[src/rtl/booth_share_ctrl.sv]
// Round-robin sharing of one start/busy multiplier among N_REQ requesters; one op in flight, resp 3 cycles + busy time after accept.
// Backpressure: a held response blocks new grants and multiplier starts; requests are only granted in IDLE with mul_busy low.
module booth_share_ctrl #(
    parameter int N_REQ    = 4,
    parameter int OP_W     = 8,
    parameter int WAIT_MAX = 4,
    parameter int RUN_MAX  = 16
) (
    input  logic                  clk,
    input  logic                  rst_n,
    input  logic [N_REQ-1:0]      req_valid,
    output logic [N_REQ-1:0]      req_ready,
    input  logic [N_REQ*OP_W-1:0] req_m,
    input  logic [N_REQ*OP_W-1:0] req_r,
    output logic [N_REQ-1:0]      resp_valid,
    input  logic [N_REQ-1:0]      resp_ready,
    output logic [2*OP_W-1:0]     resp_product,
    output logic                  resp_err,
    output logic                  mul_start,
    output logic [OP_W-1:0]       mul_m,
    output logic [OP_W-1:0]       mul_r,
    input  logic                  mul_busy,
    input  logic [2*OP_W-1:0]     mul_product
);
    localparam int IDX_W  = (N_REQ > 1) ? $clog2(N_REQ) : 1;
    localparam int WD_MAX = (RUN_MAX > WAIT_MAX) ? RUN_MAX : WAIT_MAX;
    localparam int WD_W   = $clog2(WD_MAX + 1);
    localparam logic [N_REQ-1:0] ONE = N_REQ'(1);

    typedef enum logic [2:0] {
        S_IDLE, S_ISSUE, S_WAIT_BUSY, S_RUN, S_ERR, S_RESP
    } state_t;

    state_t               state_q;
    logic [IDX_W-1:0]     ptr_q;
    logic [IDX_W-1:0]     grant_q;
    logic [WD_W-1:0]      wdog_q;
    logic [OP_W-1:0]      mul_m_q;
    logic [OP_W-1:0]      mul_r_q;
    logic                 mul_start_q;
    logic [N_REQ-1:0]     resp_valid_q;
    logic                 resp_err_q;
    logic [2*OP_W-1:0]    resp_product_q;

    logic                 win_vld;
    logic [IDX_W-1:0]     win_idx;
    logic [IDX_W:0]       cand;
    logic [IDX_W-1:0]     ptr_d;
    logic [OP_W-1:0]      win_m;
    logic [OP_W-1:0]      win_r;
    logic                 accept;

    // First valid requester at or after ptr_q, wrapping at N_REQ.
    always_comb begin
        win_vld = 1'b0;
        win_idx = '0;
        cand    = '0;
        for (int k = 0; k < N_REQ; k++) begin
            cand = {1'b0, ptr_q} + (IDX_W+1)'(k);
            if (cand >= (IDX_W+1)'(N_REQ)) begin
                cand = cand - (IDX_W+1)'(N_REQ);
            end
            if (!win_vld && req_valid[cand[IDX_W-1:0]]) begin
                win_vld = 1'b1;
                win_idx = cand[IDX_W-1:0];
            end
        end
    end

    // The busy guard keeps a multiplier left running by an earlier reset from being restarted.
    assign req_ready = (rst_n && state_q == S_IDLE && !mul_busy && win_vld) ? (ONE << win_idx) : '0;
    assign accept    = |req_ready;
    assign ptr_d     = (win_idx == IDX_W'(N_REQ - 1)) ? '0 : win_idx + 1'b1;
    assign win_m     = req_m[win_idx*OP_W +: OP_W];
    assign win_r     = req_r[win_idx*OP_W +: OP_W];

    always_ff @(posedge clk or negedge rst_n) begin
        if (!rst_n) begin
            state_q        <= S_IDLE;
            ptr_q          <= '0;
            grant_q        <= '0;
            wdog_q         <= '0;
            mul_m_q        <= '0;
            mul_r_q        <= '0;
            mul_start_q    <= 1'b0;
            resp_valid_q   <= '0;
            resp_err_q     <= 1'b0;
            resp_product_q <= '0;
        end else begin
            mul_start_q <= 1'b0;
            case (state_q)
                S_IDLE: begin
                    if (accept) begin
                        grant_q     <= win_idx;
                        ptr_q       <= ptr_d;
                        mul_m_q     <= win_m;
                        mul_r_q     <= win_r;
                        mul_start_q <= 1'b1;
                        state_q     <= S_ISSUE;
                    end
                end
                S_ISSUE: begin
                    wdog_q  <= '0;
                    state_q <= S_WAIT_BUSY;
                end
                S_WAIT_BUSY: begin
                    if (mul_busy) begin
                        wdog_q  <= '0;
                        state_q <= S_RUN;
                    end else if (wdog_q == WD_W'(WAIT_MAX - 1)) begin
                        state_q <= S_ERR;
                    end else begin
                        wdog_q <= wdog_q + 1'b1;
                    end
                end
                S_RUN: begin
                    if (!mul_busy) begin
                        resp_product_q <= mul_product;
                        resp_err_q     <= 1'b0;
                        resp_valid_q   <= ONE << grant_q;
                        state_q        <= S_RESP;
                    end else if (wdog_q == WD_W'(RUN_MAX - 1)) begin
                        state_q <= S_ERR;
                    end else begin
                        wdog_q <= wdog_q + 1'b1;
                    end
                end
                S_ERR: begin
                    resp_product_q <= '0;
                    resp_err_q     <= 1'b1;
                    resp_valid_q   <= ONE << grant_q;
                    state_q        <= S_RESP;
                end
                S_RESP: begin
                    if (resp_ready[grant_q]) begin
                        resp_valid_q <= '0;
                        resp_err_q   <= 1'b0;
                        state_q      <= S_IDLE;
                    end
                end
                default: state_q <= S_IDLE;
            endcase
        end
    end

    assign mul_start    = mul_start_q;
    assign mul_m        = mul_m_q;
    assign mul_r        = mul_r_q;
    assign resp_valid   = resp_valid_q;
    assign resp_err     = resp_err_q;
    assign resp_product = resp_product_q;

endmodule

[config.mk]
export PLATFORM = sky130hd
export DESIGN_NAME = booth_share_ctrl
export DESIGN_NICKNAME = d
export VERILOG_FILES = /design/src/rtl/booth_share_ctrl.sv
export SDC_FILE = /design/constraint.sdc
export NUM_CORES = 1
export LEC_CHECK = 0
export BUFFER_PORTS_ARGS = -buffer_cell sky130_fd_sc_hd__buf_2
export CAP_MARGIN = 40
export CORE_MARGIN = 1.5
export CORE_UTILIZATION = 50
export DETAILED_ROUTE_END_ITERATION = 12
export PLACE_DENSITY = 0.86
export SLEW_MARGIN = 10
export SYNTH_ARGS = -nofsm -noshare
export SYNTH_HDL_FRONTEND = slang
export SYNTH_SLANG_ARGS = --single-unit
export TNS_END_PERCENT = 50
[constraint.sdc]
create_clock -name clk -period 6.5 [get_ports clk]
set_input_delay 0.325 -clock clk [delete_from_list [all_inputs] [get_ports clk]]
set_output_delay 0.325 -clock clk [all_outputs]
set_load 0.01 [all_outputs]
==> metrics <==
status finished clean; Area contributors post-synth dfrtp_1 46%, a221oi_2 6.7%, mux2i_1 5.9%, a22o_1 5.2%, a21o_1 4.7%; Ant. Diodes 0; Crit path depth 8; Worst path max stage delay 0.51 ns; Yosys warnings 0; design area 3470 um2; Slew Limit Fails 0; Avg Cell Area, Syn 10.8 um2; Wirelength per Cell 14.8 um; die area 5840 um2; Layout Nets 470; clock sink count 50; area of the mapped netlist 2690 um2; CTS Buf Count 5; Synth-to-Final Area Change 28.7%; vias in the first global route 2386; Max-Cap Viols 0; CP Cell Sequence a21oi_1, o32ai_2, inv_2, ha_1, o31ai_4, buf_4, a221oi_1, a21o_1; IO Pins 133; LEAKAGE 1.94 nW; WL final 6.60 mm; Reg power frac 37.9%; Fillers 416; die width 76.4 um; Synth Instances 250; Initial DRT Pass Iterations 4; Synth cell types 44; Resize count post-CTS 0; Hold WS 0.122 ns; synthesized flop and latch total 50; row cnt 26; post-CTS setup buffers 0; CP max stage cell o32ai_2; top cell type's share of synthesized area 46.4%; worst slew pin tran 0.652 ns; Power Density 389 nW/um2; CTS tree yes; share of layout cells above drive strength 1 43.0%; Post-synth EDFFs 0; GRT Total Usage 22.8%; RSZ-0062 raised after global routing false; Post-synth top flop dfrtp_1; via count 2450; Top Family by Delay on Critical Path compound AO/OA/AOI/OAI gates; hold crit path type in2async; Final TNS setup 0 ns; Post-synth ARST share 100%; power share of the combinational group 46.2%; port buffer count 132; H-tree Lvls 2; Slew HR 56.5%; Detail Route Antenna Nets 0; crit-path max FO 34; CP Launch Type flip-flop; sw frac 40.0%; Cell Int Power 0.000810 W; Synth area leader dfrtp_1; worst reg2reg path depth 8; Fmax 317 MHz; Worst EP arrival 3.35 ns; total gr overflow 0; final setup fails 0; min Tclk post-route 3.15 ns; Die Span Y 76.4 um; syn nets 344; part of the power in the clock network 15.8%; Detailed Place HPWL 5.06 mm; Avg Vias per Cell 5.48; DRC 0; initial drt markers 154; post-layout util 67.5%; worst path bufs/invs 2; Final Hold Vio Count 0; clk buf depth 2; starting density of the core 52.4%; Reg area 1250 um2; initial antenna violation count 0; Worst VDD drop 0.230 mV; clk_lat worst skew 0.30 ns; CP Capture Type flip-flop; first-pass GRT wire length 10.8 mm; sequential area share after synthesis 46.4%; CTS Hold Bufs 0; kind of critical path reg2reg; Core Box Area 5140 um2; Reg clk slew, reported paths 0.09 ns; Placed Cells 439; WP data required 6.70 ns; Switch Pwr 0.000540 W; dpl cell area 3360 um2; Multi-input gate area 1260 um2; Final Cycle Share 48.5%; largest net degree at the start of global routing 52; Finished Layout Cells 447; Root Buffer clkbuf_8; gpl congestion 0.840; clk_skew 0.00654 ns
[cell usage in the layout (no fill, tap or decap), types with 8 or more instances in the layout]
cell / n
a21oi_1: 19
mux2i_1: 16
a221oi_2: 12
o21ai_0: 10
a21o_1: 17
dfrtp_1: 50
a22o_1: 16
nand2_1: 26
buf_2: 132
inv_1: 10
nor2_1: 8
[cell type report]
type / instances / area share (%)
multi-input cells: 170 / 36.3
flip-flops and latches: 50 / 36.1
repair buffers: 136 / 20.1
well taps: 70 / 2.53
clock buffers: 5 / 1.98
inverters: 13 / 1.77
clock inverters: 3 / 1.15
[sequential cells by signal, summed over array words and instances, names as in the netlist, 2 cells and up]
register	count
mul_r	8
state_q	3
resp_product	16
grant_q	2
resp_valid	4
wdog_q	5
ptr_q	2
mul_m	8
[logic make-up after synthesis]
family	after synthesis	share of synthesized area, %
flops	50	46.4
mux	18	7.20
buf+inv	30	6.78
simple gates	59	10.6
compound gates	90	27.5
fa+ha+maj	3	1.39
[path summary, 6_finish.rpt]
kind | from | end | slack (ns)
hold / removal | rst_n | mul_start | 0.12
setup reg to reg | ptr_q[1] | mul_m[2] | 3.35
setup / recovery | ptr_q[1] | mul_m[2] | 3.35
hold reg to reg | mul_m[3] | mul_m[3] | 0.48
max in group asynchronous | rst_n | mul_m[1] | 5.96
min in group clk | mul_product[8] | resp_product[8] | 0.24
[cell usage after synthesis (3+ instances only)]
master / number
a21o_1: 17
a21oi_1: 19
a221oi_1: 4
a221oi_2: 12
a22o_1: 16
and3_1: 3
buf_2: 6
clkbuf_1: 5
dfrtp_1: 50
ha_1: 3
inv_1: 10
mux2i_1: 16
nand2_1: 26
nand2b_1: 4
nand3_1: 4
nor2_1: 8
nor2b_1: 3
o21ai_0: 10
[power groups by stage]
stage	clock network (W)	registers, W	logic (W)
after floorplan	0	0.000543	0.000421
after global placement	0	0.000513	0.000599
after detailed placement	0	0.000514	0.000634
after CTS	0.000216	0.000511	0.000633
after global routing	0.000233	0.000529	0.000688
final	0.000214	0.000512	0.000624
[per-stage QoR]
stage,power (W),setup slack [ns]
finish,0.00135,3.35
global placement,0.00111,3.11
CTS,0.00136,3.35
detailed placement,0.00115,3.29
floorplan,0.000964,4.23
global route,0.00145,3.13
[metal layers]
metal | wire (um) | share of wire, % | up-vias | track usage, %
li1 | - | - | 1175 | -
met1 | 2790 | 42 | 1159 | 28.4
met2 | 3230 | 49 | 102 | 40.5
met3 | 464 | 7.0 | 14 | 4.31
met4 | 117 | 1.8 | 0 | 6.11
met5 | 0 | 0 | - | 0
[worst reg2reg max path, cell delays in order (launching register included)]
cell and delay, ns:
dfrtp_1 0.44, a21oi_1 0.11, o32ai_2 0.51, inv_2 0.41, ha_1 0.35, o31ai_4 0.51, buf_4 0.43, a221oi_1 0.10
a21o_1 0.19
Power figures use the tool's default switching activity.
